--- src/rtl/step_counter_7seg.sv ---
// step_counter_7seg
//   Modulo-MODULUS up/down counter advanced by an internal prescaler tick,
//   with a configurable step, wrap or saturate at the bounds, a synchronous
//   load, and an IDLE/RUN/PAUSED control FSM. The count is shown on DIGITS
//   active-low hex seven-segment digits.
//
// Ports
//   clk       system clock
//   reset     asynchronous, active-low reset
//   start     level, requests RUN
//   stop      level, requests PAUSED (from RUN) or IDLE (from PAUSED)
//   dir       0 = count up, 1 = count down (sampled on tick cycles only)
//   step      increment per tick, reduced mod MODULUS (sampled on ticks only)
//   sat_mode  0 = wrap, 1 = saturate (sampled on tick cycles only)
//   load      synchronous load strobe, wins over tick and stop-clear
//   load_val  value to load, clamped to MODULUS-1
//   count     current count
//   seg       digit i on seg[7i+6:7i], segments a..g MSB first, active-low
//   carry     one-clk pulse after a wrap or clamp
//   state     00 IDLE, 01 RUN, 10 PAUSED
module step_counter_7seg #(
    parameter int DIV_COUNT = 25000000,
    parameter int DIGITS    = 2,
    parameter int MODULUS   = 6
) (
    input  logic                  clk,
    input  logic                  reset,
    input  logic                  start,
    input  logic                  stop,
    input  logic                  dir,
    input  logic [3:0]            step,
    input  logic                  sat_mode,
    input  logic                  load,
    input  logic [4*DIGITS-1:0]   load_val,
    output logic [4*DIGITS-1:0]   count,
    output logic [7*DIGITS-1:0]   seg,
    output logic                  carry,
    output logic [1:0]            state
);

    localparam int CW = 4 * DIGITS;
    localparam int PW = $clog2(DIV_COUNT);

    localparam logic [PW-1:0] PRESC_LAST = PW'(DIV_COUNT - 1);
    // Arithmetic is done one bit wider than the count so count+s never overflows.
    localparam logic [CW:0]   MOD_V      = (CW+1)'(MODULUS);
    localparam logic [CW:0]   MOD_MAX    = MOD_V - (CW+1)'(1);

    localparam logic [1:0] ST_IDLE   = 2'b00;
    localparam logic [1:0] ST_RUN    = 2'b01;
    localparam logic [1:0] ST_PAUSED = 2'b10;

    logic [1:0]    state_r;
    logic [1:0]    next_state_s;
    logic          clear_s;
    logic [PW-1:0] presc_r;
    logic [PW-1:0] presc_next_s;
    logic          tick_s;
    logic [CW-1:0] count_r;
    logic [CW-1:0] count_next_s;
    logic          carry_r;
    logic          carry_next_s;
    logic [CW:0]   count_ext_s;
    logic [CW:0]   s_s;
    logic [CW:0]   sum_s;
    logic [CW-1:0] upd_s;
    logic          upd_carry_s;
    logic [CW-1:0] load_fix_s;

    // Active-low hex seven-segment decode, segments a..g MSB first.
    function automatic logic [6:0] hex_to_seg(input logic [3:0] nib);
        logic [6:0] pat;
        case (nib)
            4'h0:    pat = 7'b0000001;
            4'h1:    pat = 7'b1001111;
            4'h2:    pat = 7'b0010010;
            4'h3:    pat = 7'b0000110;
            4'h4:    pat = 7'b1001100;
            4'h5:    pat = 7'b0100100;
            4'h6:    pat = 7'b0100000;
            4'h7:    pat = 7'b0001111;
            4'h8:    pat = 7'b0000000;
            4'h9:    pat = 7'b0000100;
            4'hA:    pat = 7'b0001000;
            4'hB:    pat = 7'b1100000;
            4'hC:    pat = 7'b0110001;
            4'hD:    pat = 7'b1000010;
            4'hE:    pat = 7'b0110000;
            4'hF:    pat = 7'b0111000;
            default: pat = 7'b1111111;
        endcase
        return pat;
    endfunction

    // Control FSM next state; start and stop together never cause a transition.
    always_comb begin
        next_state_s = state_r;
        clear_s      = 1'b0;
        case (state_r)
            ST_IDLE: begin
                if (start && !stop) begin
                    next_state_s = ST_RUN;
                end else begin
                    next_state_s = ST_IDLE;
                end
            end
            ST_RUN: begin
                if (stop && !start) begin
                    next_state_s = ST_PAUSED;
                end else begin
                    next_state_s = ST_RUN;
                end
            end
            ST_PAUSED: begin
                if (start && !stop) begin
                    next_state_s = ST_RUN;
                end else if (stop && !start) begin
                    next_state_s = ST_IDLE;
                    clear_s      = 1'b1;
                end else begin
                    next_state_s = ST_PAUSED;
                end
            end
            default: begin
                // Unreachable encoding: fall back to IDLE and clear.
                next_state_s = ST_IDLE;
                clear_s      = 1'b1;
            end
        endcase
    end

    // Prescaler: counts only in RUN, holds in PAUSED, cleared on the way to IDLE.
    always_comb begin
        tick_s = (state_r == ST_RUN) && (presc_r == PRESC_LAST);
        if (clear_s) begin
            presc_next_s = {PW{1'b0}};
        end else if (state_r == ST_RUN) begin
            if (tick_s) begin
                presc_next_s = {PW{1'b0}};
            end else begin
                presc_next_s = presc_r + PW'(1);
            end
        end else begin
            presc_next_s = presc_r;
        end
    end

    // Tick arithmetic: wrap or clamp result plus the carry flag.
    always_comb begin
        count_ext_s = {1'b0, count_r};
        s_s         = (CW+1)'(step) % MOD_V;
        sum_s       = count_ext_s + s_s;
        if (!dir) begin
            if (sum_s > MOD_MAX) begin
                upd_carry_s = 1'b1;
                if (sat_mode) begin
                    upd_s = MOD_MAX[CW-1:0];
                end else begin
                    upd_s = CW'(sum_s - MOD_V);
                end
            end else begin
                upd_carry_s = 1'b0;
                upd_s       = CW'(sum_s);
            end
        end else begin
            if (s_s > count_ext_s) begin
                upd_carry_s = 1'b1;
                if (sat_mode) begin
                    upd_s = {CW{1'b0}};
                end else begin
                    upd_s = CW'(count_ext_s + MOD_V - s_s);
                end
            end else begin
                upd_carry_s = 1'b0;
                upd_s       = CW'(count_ext_s - s_s);
            end
        end
    end

    // Next count: load beats stop-clear, which beats a tick; a tick lost to load gives no carry.
    always_comb begin
        if ({1'b0, load_val} > MOD_MAX) begin
            load_fix_s = MOD_MAX[CW-1:0];
        end else begin
            load_fix_s = load_val;
        end
        if (load) begin
            count_next_s = load_fix_s;
            carry_next_s = 1'b0;
        end else if (clear_s) begin
            count_next_s = {CW{1'b0}};
            carry_next_s = 1'b0;
        end else if (tick_s) begin
            count_next_s = upd_s;
            carry_next_s = upd_carry_s;
        end else begin
            count_next_s = count_r;
            carry_next_s = 1'b0;
        end
    end

    // State, prescaler, count and carry registers.
    always_ff @(posedge clk or negedge reset) begin
        if (!reset) begin
            state_r <= ST_IDLE;
            presc_r <= {PW{1'b0}};
            count_r <= {CW{1'b0}};
            carry_r <= 1'b0;
        end else begin
            state_r <= next_state_s;
            presc_r <= presc_next_s;
            count_r <= count_next_s;
            carry_r <= carry_next_s;
        end
    end

    // One decoder per nibble, digit 0 on the least significant nibble.
    genvar gi;
    generate
        for (gi = 0; gi < DIGITS; gi = gi + 1) begin : g_digit
            assign seg[7*gi +: 7] = hex_to_seg(count_r[4*gi +: 4]);
        end
    endgenerate

    assign count = count_r;
    assign carry = carry_r;
    assign state = state_r;

endmodule

--- config.mk ---
export PLATFORM = sky130hd
export DESIGN_NAME = step_counter_7seg
export DESIGN_NICKNAME = d
export VERILOG_FILES = /design/src/rtl/step_counter_7seg.sv
export SDC_FILE = /design/constraint.sdc
export NUM_CORES = 1
export LEC_CHECK = 0
export BUFFER_PORTS_ARGS = -buffer_cell sky130_fd_sc_hd__buf_2
export CORE_AREA = 2 2 93 95
export DETAILED_ROUTE_END_ITERATION = 6
export DIE_AREA = 0 0 95 97
export MAX_ROUTING_LAYER = met4
export PLACE_DENSITY = 0.77
export SYNTH_ARGS = -nofsm -noshare
export SYNTH_HDL_FRONTEND = slang
export SYNTH_SLANG_ARGS = --single-unit
--- constraint.sdc ---
create_clock -name clk -period 3.2 [get_ports clk]
set_input_delay 0.8 -clock clk [delete_from_list [all_inputs] [get_ports clk]]
set_output_delay 0.8 -clock clk [all_outputs]
set_load 0.1 [all_outputs]
==> load_flow_metrics.sql, run 1 <==
INSERT INTO impl_metrics (metric_group, metric, value, unit) VALUES
('run_status', 'status', 'finished with violations', ''),
('run_status', 'violations', 'negative setup slack', ''),
('finish', 'nNetsFinal', '765', ''),
('global_routing', 'vias_in_the_first_global_route', '4974', ''),
('synthesis', 'synth.net_count', '624', ''),
('placement', 'place_hpwl', '10500', 'um'),
('die', 'fp.dieArea', '0.00922', 'mm^2'),
('route', 'route.detailed.drc', '0', ''),
('placement', 'finalWeightedCongestion', '0.945', ''),
('synthesis', 'yosysWarnings', '0', ''),
('synthesis', 'ys_async_sr_fraction', '100', '%'),
('job', 'maxCapViolations', '0', ''),
('die', 'rows', '33', ''),
('synthesis', 'synth_edf_count', '0', ''),
('critical_path', 'r2r.worst_path.cells', '12', ''),
('sta', 'worst_hold_slack', '0.484', 'ns'),
('critical_path', 'endpoint_kind', 'register', ''),
('critical_path', 'worstSetupStartpointType', 'primary input', ''),
('synthesis', 'synthTopCellsByCount', 'sky130_fd_sc_hd__o21ai_0 (59), sky130_fd_sc_hd__ha_1 (51), sky130_fd_sc_hd__inv_1 (41)', ''),
('synthesis', 'synthDistinctLibCells', '78', ''),
('route', 'avgRoutedWirePerCell', '19.3', 'um'),
('critical_path', 'cp.depth', '16', ''),
('clock_network', 'root_buffer', 'sky130_fd_sc_hd__clkbuf_8', ''),
('global_routing', 'grt_pass1_wl', '23700', 'um'),
('sta', 'max_freq', '253', 'MHz'),
('global_routing', 'grt_max_degree', '37', ''),
('finish', 'post_route_cells_drive_above_1_share', '40.1', '%'),
('clock_network', 'cts-root-to-sink-buffers', '2', ''),
('clock_network', 'clock_sink_count', '36', ''),
('min_path', 'timing.hold.worst_path_depth', '1', ''),
('critical_path', 'critical_path_arrival', '4.12', 'ns'),
('route', 'wirelength', '15300', 'um'),
('synthesis', 'netlist_area', '0.00445', 'mm^2'),
('critical_path', 'crit_path_frequent_cell', 'sky130_fd_sc_hd__ha_4', ''),
('sta', 'final_period_minus_worst_setup_slack', '3.95', 'ns'),
('clock_network', 'insertion_delay_of_the_later_clocked_pin_in_the_worst_skew_pair', '0.30', 'ns'),
('pwr', 'power_leakage', '2.84', 'nW'),
('synthesis', 'post_synth.cell_area_avg', '8.14', 'um^2'),
('route', 'routed-via-count', '5201', ''),
('sta', 'timing_hold_violations_final', '0', ''),
('critical_path', 'crit_path_max_fanout', '6', ''),
('synthesis', 'syn_inst', '547', ''),
('pwr', 'worst_ir_drop_vdd', '0.363', 'mV'),
('route', 'drt_pass1_iterations', '5', ''),
('sta', 'worst-slew-pin-transition', '0.815', 'ns'),
('clock_network', 'cts-buffers-inserted', '5', ''),
('critical_path', 'critical_path.cell_chain', 'buf_8, ha_4, nand2_4, a22o_4, nor2_4, mux2_4, ha_4, inv_4, fa_2, a21oi_2, o21bai_2, a2111oi_0, or4_1, mux2i_1, a32oi_1, o21ai_1', ''),
('sta', 'fin_ws', '-0.752', 'ns'),
('die', 'placeableCoreArea', '0.00813', 'mm^2'),
('synthesis', 'synthFlopType', 'sky130_fd_sc_hd__dfrtp_1', ''),
('min_path', 'hold_removal_path_class', 'reg -> reg', ''),
('die', 'floorplan.initialDensity', '54.7', '%'),
('synthesis', 'synth_top_cell_area_share', '20.2', '%'),
('die', 'die_height', '97', 'um'),
('global_routing', 'groute.usage.overall', '32.9', '%'),
('finish', 'layout-area-overhead-vs-synth', '40.8', '%'),
('pwr', 'power-per-cell-area', '334', 'mW/mm^2'),
('synthesis', 'seq_area_frac_synth', '20.2', '%'),
('global_routing', 'grt_antenna_before_repair', '0', ''),
('critical_path', 'max_stage_delay', '0.55', 'ns'),
('finish', 'antenna-diode-count', '0', ''),
('sta', 'period_share', '123', '%'),
('critical_path', 'critical-path-slowest-cell', 'sky130_fd_sc_hd__a2111oi_0', ''),
('sta', 'endpoints_failing_setup', '9', ''),
('synthesis', 'synth_seq_cells', '36', ''),
('critical_path', 'required', '3.37', 'ns'),
('critical_path', 'critical_path_class', 'in -> reg', ''),
('synthesis', 'post-synth-top-count-cell', 'sky130_fd_sc_hd__o21ai_0', ''),
('clock_network', 'cts.clk_slew.worst_paths', '0.07', 'ns'),
('die', 'floorplan.io_pins', '44', ''),
('global_routing', 'gr-total-overflow', '0', '');
==> cell usage in the layout, fill, tap and decap left out, types with 12 or more instances in the layout <==
| cell | n |
|---|---|
| sky130_fd_sc_hd__a21oi_1 | 19 |
| sky130_fd_sc_hd__and3_1 | 13 |
| sky130_fd_sc_hd__buf_2 | 41 |
| sky130_fd_sc_hd__buf_4 | 109 |
| sky130_fd_sc_hd__dfrtp_1 | 31 |
| sky130_fd_sc_hd__ha_1 | 35 |
| sky130_fd_sc_hd__inv_1 | 32 |
| sky130_fd_sc_hd__nand2_1 | 30 |
| sky130_fd_sc_hd__nand3_1 | 18 |
| sky130_fd_sc_hd__nor2_1 | 26 |
| sky130_fd_sc_hd__nor3_1 | 12 |
| sky130_fd_sc_hd__o21ai_0 | 46 |
==> layout make-up <==
cell class | count | area (um^2)
multi-input combinational | 441 | 3800
tap | 105 | 131
clock buffer | 8 | 90.1
inverter | 44 | 170
fill | 511 | 1870
sequential | 36 | 907
timing repair buffer | 160 | 1160
==> what timing repair did <==
| item | in CTS | in global routing |
|---|---|---|
| gates resized for setup | 66 | 34 |
| setup endpoints to repair | 9 | 9 |
| pin swaps | 44 | 20 |
| setup buffers | 12 | 2 |
| gates cloned | 0 | 0 |
==> power by group <==
part / internal (mW) / switching (mW) / total, mW
clock network: 0.176 / 0.165 / 0.341
registers: 0.482 / 0.0357 / 0.517
logic: 0.527 / 0.705 / 1.23
total: 1.18 / 0.906 / 2.09
==> worst paths after layout <==
kind	startpoint	to	slack [ns]
max reg2reg	count[0]$_DFFE_PN0P_	count[7]$_DFFE_PN0P_	0.12
min	presc_r[14]$_DFFE_PN0P_	presc_r[14]$_DFFE_PN0P_	0.48
max in group asynchronous	reset	count[5]$_DFFE_PN0P_	2.04
min in group asynchronous	reset	state[0]$_DFF_PN0_	0.59
max	step[2]	count[7]$_DFFE_PN0P_	-0.75
min reg2reg	presc_r[14]$_DFFE_PN0P_	presc_r[14]$_DFFE_PN0P_	0.48
==> registers in the layout (all words and copies together), names as in the netlist <==
name and count:
carry 1, count 8, presc_r 25, state 2
==> kinds of logic (layout without fill, tap and decap cells) <==
logic type                 Yosys count  count (layout)  share of synthesized area, %
and+or+nand+nor                    183             183                          23.0
AOI/OAI and AO/OA                  176             176                          26.8
xor gates and xnor gates             9               9                          1.77
muxes                               15              15                          3.99
adders and majority gates           58              58                          17.5
buffers and inverters               70             212                          6.78
DFF                                 36              36                          20.2
==> worst register-to-register path, delay by kind of cell (launching register included) <==
kind	cells	cell delay [ns]
adders and majority gates	3	0.79
muxes	1	0.08
DFF	1	0.48
and+or+nand+nor	1	0.19
buffers and inverters	2	0.31
AOI/OAI and AO/OA	5	1.09
==> routing by layer <==
layer / vias to the layer above / track usage (%) / share of wire (%) / wire length [um]
li1: 2311 / - / - / -
met1: 2501 / 42.3 / 39 / 6010
met2: 309 / 52.1 / 48 / 7320
met3: 80 / 5.06 / 7.6 / 1170
met4: 0 / 12.5 / 5.2 / 800
met5: - / - / 0 / 0
==> metrics by stage <==
step	utilization (%)	area [um^2]	instances	power (mW)	setup WS [ns]
floorplan	-	4650	547	1.18	-0.825
global placement	69.4	5650	773	1.47	-1.04
detailed placement	69.4	5650	773	1.51	-1.11
CTS	74.9	6100	792	1.97	-0.603
global route	77.0	6270	794	2.20	-0.824
finish	77.0	6270	794	2.09	-0.752
No activity file was read; power rests on OpenSTA's default activity.
==> inputs of run 2 (changes only) <==
--- a/config.mk
+++ b/config.mk
@@ -11,6 +11,7 @@
 export DIE_AREA = 0 0 95 97
 export MAX_ROUTING_LAYER = met4
 export PLACE_DENSITY = 0.77
+export RECOVER_POWER = 50
 export SYNTH_ARGS = -nofsm -noshare
 export SYNTH_HDL_FRONTEND = slang
 export SYNTH_SLANG_ARGS = --single-unit
==> constraint.sdc (replaced) <==
create_clock -name clk -period 3.2 [get_ports clk]
set_input_delay 0 -clock clk [delete_from_list [all_inputs] [get_ports clk]]
set_output_delay 0 -clock clk [all_outputs]
set_load 0.1 [all_outputs]
==> load_flow_metrics.sql, run 2 (synthesized netlist as in run 1, its figures left out) <==
INSERT INTO impl_metrics (metric_group, metric, value, unit) VALUES
('global_routing', 'grt_max_degree', '37', ''),
('die', 'rows', '33', ''),
('finish', 'leading_cell_types_in_the_layout_fill_and_taps_excluded', 'sky130_fd_sc_hd__buf_4 (94), sky130_fd_sc_hd__o21ai_0 (50), sky130_fd_sc_hd__inv_1 (39), sky130_fd_sc_hd__ha_1 (39), sky130_fd_sc_hd__buf_2 (33)', ''),
('die', 'placeableCoreArea', '0.00813', 'mm^2'),
('clock_network', 'cts.clk_slew.worst_paths', '0.08', 'ns'),
('route', 'ant_nets', '0', ''),
('pwr', 'worst_ir_drop_vdd', '0.445', 'mV'),
('finish', 'post_route_cells_drive_above_1_share', '32.1', '%'),
('clock_network', 'insertion_delay_of_the_later_clocked_pin_in_the_worst_skew_pair', '0.29', 'ns'),
('route', 'drt_pass1_iterations', '5', ''),
('finish', 'final_cells', '772', ''),
('global_routing', 'groute.usage.overall', '30.0', '%'),
('finish', 'layout.cell_area.non_filler', '0.00582', 'mm^2'),
('sta', 'fin_worst_skew', '0.00825', 'ns'),
('critical_path', 'critical_path_arrival', '3.32', 'ns'),
('pwr', 'net-switching-power', '0.837', 'mW'),
('pwr', 'p_seq_share', '27.0', '%'),
('run_status', 'violations', 'max-capacitance violations, max-slew violations', ''),
('critical_path', 'worstSetupStartpointType', 'primary input', ''),
('die', 'die_w', '95', 'um'),
('pwr', 'power_leakage', '2.61', 'nW'),
('sta', 'period_share', '98.5', '%'),
('finish', 'largest_register_ffs', '25', ''),
('placement', 'postPlaceCellArea', '0.00545', 'mm^2'),
('clock_network', 'cts-buffers-inserted', '5', ''),
('sta', 'rsz_0062_raised_after_global_routing', 'yes', ''),
('finish', 'max_flop_register', 'presc_r', ''),
('job', 'maxCapViolations', '1', ''),
('placement', 'finalWeightedCongestion', '0.960', ''),
('route', 'routed-via-count', '4712', ''),
('finish', 'most_common_library_cell_in_the_layout_ignoring_fill_and_taps', 'sky130_fd_sc_hd__buf_4', ''),
('clock_network', 'htree_num_levels', '2', ''),
('pwr', 'total_power_after_layout', '1.93', 'mW'),
('finish', 'n_fill_cell', '638', ''),
('sta', 'total_neg_setup_slack', '0', 'ns'),
('finish', 'final_core_utilization', '71.5', '%'),
('route', 'route.detailed.drc', '0', ''),
('sta', 'timing_hold_violations_final', '0', ''),
('clock_network', 'cts_tree', 'done', ''),
('route', 'avgRoutedWirePerCell', '17.6', 'um'),
('clock_network', 'root_buffer', 'sky130_fd_sc_hd__clkbuf_8', ''),
('die', 'floorplan.io_pins', '44', ''),
('route', 'vias_per_cell', '6.10', ''),
('critical_path', 'critical_path_class', 'in -> reg', ''),
('pwr', 'share_clk_of_total_power', '17.5', '%'),
('critical_path', 'critical-path-slowest-cell', 'sky130_fd_sc_hd__a2111oi_1', ''),
('critical_path', 'crit_path_max_fanout', '6', ''),
('pwr', 'switching_part_of_the_total', '43.4', '%'),
('sta', 'slew_headroom', '-35.5', '%'),
('global_routing', 'vias_in_the_first_global_route', '4570', ''),
('sta', 'final_max_slew_viol_count', '37', ''),
('die', 'fp.dieArea', '0.00922', 'mm^2'),
('critical_path', 'critical_path.cell_chain', 'buf_4, ha_4, nand2_2, a22o_4, nor2_4, mux2_4, ha_4, inv_2, fa_2, a21oi_2, o21bai_1, a2111oi_1, or4_4, mux2i_4, a32oi_1, o21ai_1', ''),
('clock_network', 'clock_sink_count', '36', ''),
('min_path', 'hold_removal_path_class', 'in -> reg', ''),
('finish', 'antenna-diode-count', '0', ''),
('pwr', 'power-per-cell-area', '332', 'mW/mm^2'),
('critical_path', 'max_stage_delay', '0.49', 'ns'),
('pwr', 'cell_internal_pwr', '1.09', 'mW'),
('global_routing', 'grt_antenna_before_repair', '0', ''),
('clock_network', 'cts-root-to-sink-buffers', '2', ''),
('placement', 'place_hpwl', '10300', 'um'),
('sta', 'final_period_minus_worst_setup_slack', '3.15', 'ns'),
('route', 'wirelength', '13600', 'um'),
('sta', 'max_freq', '317', 'MHz'),
('placement', 'port_buffers', '43', ''),
('critical_path', 'required', '3.37', 'ns'),
('critical_path', 'crit_path_frequent_cell', 'sky130_fd_sc_hd__ha_4', ''),
('critical_path', 'endpoint_kind', 'register', ''),
('die', 'floorplan.initialDensity', '54.7', '%'),
('global_routing', 'gr-total-overflow', '0', ''),
('sta', 'endpoints_failing_setup', '0', ''),
('die', 'die_height', '97', 'um'),
('placement', 'dpl.cell_count', '755', ''),
('sta', 'worst-slew-pin-transition', '2.03', 'ns'),
('finish', 'layout-area-overhead-vs-synth', '30.8', '%'),
('pwr', 'relative_contribution_of_combinational_cells_to_total_power', '55.6', '%'),
('finish', 'nNetsFinal', '743', ''),
('route', 'initialDrtViolationCount', '230', ''),
('global_routing', 'grt_pass1_wl', '21900', 'um'),
('run_status', 'status', 'finished with violations', '');
## run 2: routing by layer
layer / wire [um] / up-vias / global-route usage (%)
li1: - / 2266 / -
met1: 5780 / 2280 / 37.7
met2: 6940 / 138 / 51.6
met3: 541 / 28 / 2.34
met4: 327 / 0 / 8.03
met5: 0 / - / -
## run 2: worst max-delay path: cells and delay by family
kind,cells,cell delay [ns]
AOI/OAI and AO/OA,6,1.29
adders and majority gates,3,0.96
buffers and inverters,2,0.20
and+or+nand+nor,3,0.45
muxes,2,0.42
## run 2: layout make-up
cell class | instances | area (um^2) | area share [%]
Multi-Input combinational cell | 441 | 3590 | 61.6
Timing Repair Buffer | 138 | 926 | 15.9
Clock inverter | 2 | 10.0 | 0.172
Tap cell | 105 | 131 | 2.26
Inverter | 44 | 165 | 2.84
Clock buffer | 6 | 82.6 | 1.42
Sequential cell | 36 | 918 | 15.8
## run 2: worst paths after layout
path	end	depth (start not counted)	slack [ns]	from
max in group asynchronous	count[1]$_DFFE_PN0P_	2	0.93	reset
setup reg to reg	count[7]$_DFFE_PN0P_	12	0.24	count[1]$_DFFE_PN0P_
setup / recovery	count[7]$_DFFE_PN0P_	16	0.05	step[3]
min in group asynchronous	presc_r[7]$_DFFE_PN0P_	2	0.84	reset
hold reg to reg	presc_r[14]$_DFFE_PN0P_	1	0.48	presc_r[14]$_DFFE_PN0P_
hold / removal	count[2]$_DFFE_PN0P_	5	0.11	load_val[2]
## run 2: power by group through the flow
stage / Clock [mW] / Sequential, mW / Combinational (mW)
final: 0.337 / 0.521 / 1.07
after global routing: 0.360 / 0.525 / 1.15
after CTS: 0.343 / 0.520 / 0.981
after detailed placement: 0 / 0.529 / 0.971
after global placement: 0 / 0.525 / 0.950
after floorplan: 0 / 0.561 / 0.622
## run 2: what timing repair did
item / in CTS / in global routing
endpoints found under the setup margin: 1 / 9
hold buffers: 1 / 0
pin swaps: 0 / 23
buffers inserted: 0 / 8
endpoints found under the hold margin: 36 / 0
resized for setup: 2 / 47
## run 2: stage by stage
step | hold slack (ns) | setup slack (ns)
after floorplan | -0.296 | -0.307
after global placement | 0.134 | -0.301
after detailed placement | 0.143 | -0.391
after CTS | 0.104 | 0.0129
after global routing | 0.141 | -0.0629
final | 0.112 | 0.0486
==> inputs of run 3 (changes only) <==
==> config.mk (replaced) <==
export PLATFORM = sky130hd
export DESIGN_NAME = step_counter_7seg
export DESIGN_NICKNAME = d
export VERILOG_FILES = /design/src/rtl/step_counter_7seg.sv
export SDC_FILE = /design/constraint.sdc
export NUM_CORES = 1
export LEC_CHECK = 0
export CORE_AREA = 2 2 92 94
export DETAILED_ROUTE_END_ITERATION = 6
export DIE_AREA = 0 0 94 96
export DONT_BUFFER_PORTS = 1
export MAX_ROUTING_LAYER = met4
export PLACE_DENSITY = 0.74
export RECOVER_POWER = 50
export SKIP_LAST_GASP = 1
export SYNTH_ARGS = -nofsm -noshare
export SYNTH_HDL_FRONTEND = slang
export SYNTH_SLANG_ARGS = --single-unit
==> load_flow_metrics.sql, run 3 (synthesized netlist as in run 1, its figures left out) <==
INSERT INTO impl_metrics (metric_group, metric, value, unit) VALUES
('run_status', 'status', 'finished with violations', ''),
('run_status', 'violations', 'max-capacitance violations, max-slew violations', ''),
('critical_path', 'timing.rr.start', 'state[0]$_DFF_PN0_', ''),
('critical_path', 'reg2reg_capture_point', 'count[2]$_DFFE_PN0P_', ''),
('critical_path', 'endpoint_kind', 'register', ''),
('critical_path', 'critical_path_class', 'in -> reg', ''),
('route', 'avgRoutedWirePerCell', '18.2', 'um'),
('pwr', 'worst_ir_drop_vdd', '0.406', 'mV'),
('route', 'wirelength', '13200', 'um'),
('die', 'floorplan.initialDensity', '55.3', '%'),
('min_path', 'hold_path.startpoint', 'start', ''),
('global_routing', 'vias_in_the_first_global_route', '4531', ''),
('critical_path', 'required', '3.42', 'ns'),
('finish', 'most_common_library_cell_in_the_layout_ignoring_fill_and_taps', 'sky130_fd_sc_hd__buf_4', ''),
('clock_network', 'clock_sink_count', '36', ''),
('route', 'vias_per_cell', '6.31', ''),
('global_routing', 'groute.usage.overall', '30.5', '%'),
('min_path', 'hold_path_endpoint', 'state[0]$_DFF_PN0_', ''),
('clock_network', 'cts.clk_slew.worst_paths', '0.07', 'ns'),
('critical_path', 'crit_path_max_fanout', '6', ''),
('sta', 'timing_hold_violations_final', '0', ''),
('die', 'die_height', '96', 'um'),
('critical_path', 'r2r.worst_path.cells', '8', ''),
('global_routing', 'grt_max_degree', '37', ''),
('clock_network', 'cts-root-to-sink-buffers', '2', ''),
('pwr', 'power_leakage', '2.42', 'nW'),
('finish', 'largest_register_ffs', '25', ''),
('route', 'initialDrtViolationCount', '312', ''),
('clock_network', 'cts-buffers-inserted', '5', ''),
('die', 'fp.dieArea', '0.00902', 'mm^2'),
('finish', 'final_core_utilization', '68.6', '%'),
('route', 'routed-via-count', '4579', ''),
('placement', 'finalWeightedCongestion', '0.959', ''),
('route', 'drt_pass1_iterations', '5', ''),
('critical_path', 'reg2reg_slack', '0.24', 'ns'),
('sta', 'fin_ws', '0.123', 'ns'),
('finish', 'leading_cell_types_in_the_layout_fill_and_taps_excluded', 'sky130_fd_sc_hd__buf_4 (78), sky130_fd_sc_hd__o21ai_0 (52), sky130_fd_sc_hd__ha_1 (44)', ''),
('die', 'rows', '33', ''),
('sta', 'fin_worst_skew', '0.00507', 'ns'),
('critical_path', 'critical_path_arrival', '3.30', 'ns'),
('finish', 'post_route_cells_drive_above_1_share', '24.3', '%'),
('global_routing', 'gr-total-overflow', '0', ''),
('clock_network', 'root_buffer', 'sky130_fd_sc_hd__clkbuf_8', ''),
('route', 'ant_nets', '0', ''),
('clock_network', 'htree_num_levels', '2', ''),
('pwr', 'power-per-cell-area', '348', 'mW/mm^2'),
('min_path', 'hold_removal_path_class', 'in -> reg', ''),
('placement', 'pre_cts_ws', '-0.174', 'ns'),
('critical_path', 'worstSetupStartpointType', 'primary input', ''),
('sta', 'final_period_minus_worst_setup_slack', '3.08', 'ns'),
('die', 'placeableCoreArea', '0.00805', 'mm^2'),
('finish', 'antenna-diode-count', '0', ''),
('clock_network', 'cts_tree', 'done', ''),
('die', 'die_w', '94', 'um'),
('sta', 'endpoints_failing_setup', '0', ''),
('clock_network', 'insertion_delay_of_the_later_clocked_pin_in_the_worst_skew_pair', '0.30', 'ns'),
('sta', 'final_max_slew_viol_count', '46', ''),
('finish', 'final_cells', '726', ''),
('finish', 'nNetsFinal', '697', ''),
('min_path', 'timing.hold.worst_path_depth', '2', ''),
('sta', 'max_freq', '325', 'MHz'),
('die', 'floorplan.io_pins', '44', ''),
('sta', 'worst-slew-pin-transition', '1.96', 'ns'),
('route', 'route.detailed.drc', '0', ''),
('global_routing', 'grt_pass1_wl', '21200', 'um'),
('placement', 'place_hpwl', '10000', 'um'),
('sta', 'worst_hold_slack', '0.00109', 'ns'),
('global_routing', 'grt_antenna_before_repair', '0', ''),
('placement', 'port_buffers', '0', ''),
('sta', 'period_share', '96.2', '%'),
('placement', 'dpl.cell_count', '708', ''),
('finish', 'layout-area-overhead-vs-synth', '24.2', '%'),
('job', 'maxCapViolations', '2', ''),
('finish', 'max_flop_register', 'presc_r', ''),
('sta', 'rsz_0062_raised_after_global_routing', 'yes', ''),
('sta', 'slew_headroom', '-30.7', '%');
[run 3: cell count changes in the layout (fill, tap and decap cells not counted), sizes merged]
cell / change
buf: -49
dlygate4sd3: +6
clkbuf: -4
bufinv: +1
clkinv: -1
clkinvlp: +1
[run 3: metrics by stage]
stage	power, mW	area, um^2	TNS, ns
finish	1.92	5530	0
global route	2.02	5530	-0.0606
CTS	1.90	5490	0
detailed placement	1.47	5290	-1.02
global placement	1.43	5290	-0.338
floorplan	1.18	4600	-0.406
[run 3: cell type report]
cell class	count	area [um^2]
inverter	44	165
sequential	36	918
timing repair buffer	92	698
clock buffer	5	68.8
fill	650	2520
multi-input combinational	441	3500
tap	105	131
clock inverter	3	42.5
[run 3: report_power, final]
group | total (mW) | internal (mW) | switching [mW]
logic | 1.01 | 0.404 | 0.601
registers | 0.509 | 0.482 | 0.0273
clock network | 0.409 | 0.231 | 0.178
[run 3: critical path: stages]
cell                       delay, ns
sky130_fd_sc_hd__ha_1           0.31
sky130_fd_sc_hd__nand2_1        0.09
sky130_fd_sc_hd__a22o_4         0.28
sky130_fd_sc_hd__nor2_4         0.16
sky130_fd_sc_hd__mux2_4         0.37
sky130_fd_sc_hd__ha_4           0.32
sky130_fd_sc_hd__inv_2          0.05
sky130_fd_sc_hd__fa_2           0.36
sky130_fd_sc_hd__a21oi_2        0.15
sky130_fd_sc_hd__o21bai_2       0.11
sky130_fd_sc_hd__and4b_1        0.19
sky130_fd_sc_hd__or4_1          0.50
sky130_fd_sc_hd__mux2i_1        0.21
sky130_fd_sc_hd__a32oi_1        0.08
sky130_fd_sc_hd__o21ai_1        0.10
[run 3: how the worst max path moves through the flow]
stage	from	end	slack (ns)	depth (start not counted)
4_1_cts	step[2]	count[2]$_DFFE_PN0P_	0.11	16
2_1_floorplan	count[1]$_DFFE_PN0P_	seg[6]	-0.31	4
6_report	step[2]	count[7]$_DFFE_PN0P_	0.12	15
5_1_grt	step[2]	count[1]$_DFFE_PN0P_	-0.03	14
3_3_place_gp	step[2]	count[7]$_DFFE_PN0P_	-0.10	18
3_5_place_dp	step[2]	count[1]$_DFFE_PN0P_	-0.17	16
[run 3: layer usage]
metal | wire length [um] | track usage [%] | share of wire, %
met1 | 5500 | 36.1 | 42
met2 | 6620 | 53.2 | 50
met3 | 714 | 3.84 | 5.4
met4 | 391 | 12.0 | 3.0
met5 | 0 | - | 0
[run 3: timing repair]
| item | CTS | global route |
|---|---|---|
| endpoints found under the setup margin | 0 | 9 |
| setup buffers | 0 | 2 |
| hold buffers | 8 | 0 |
| gates resized for setup | 0 | 13 |
| hold endpoints to repair | 45 | 0 |
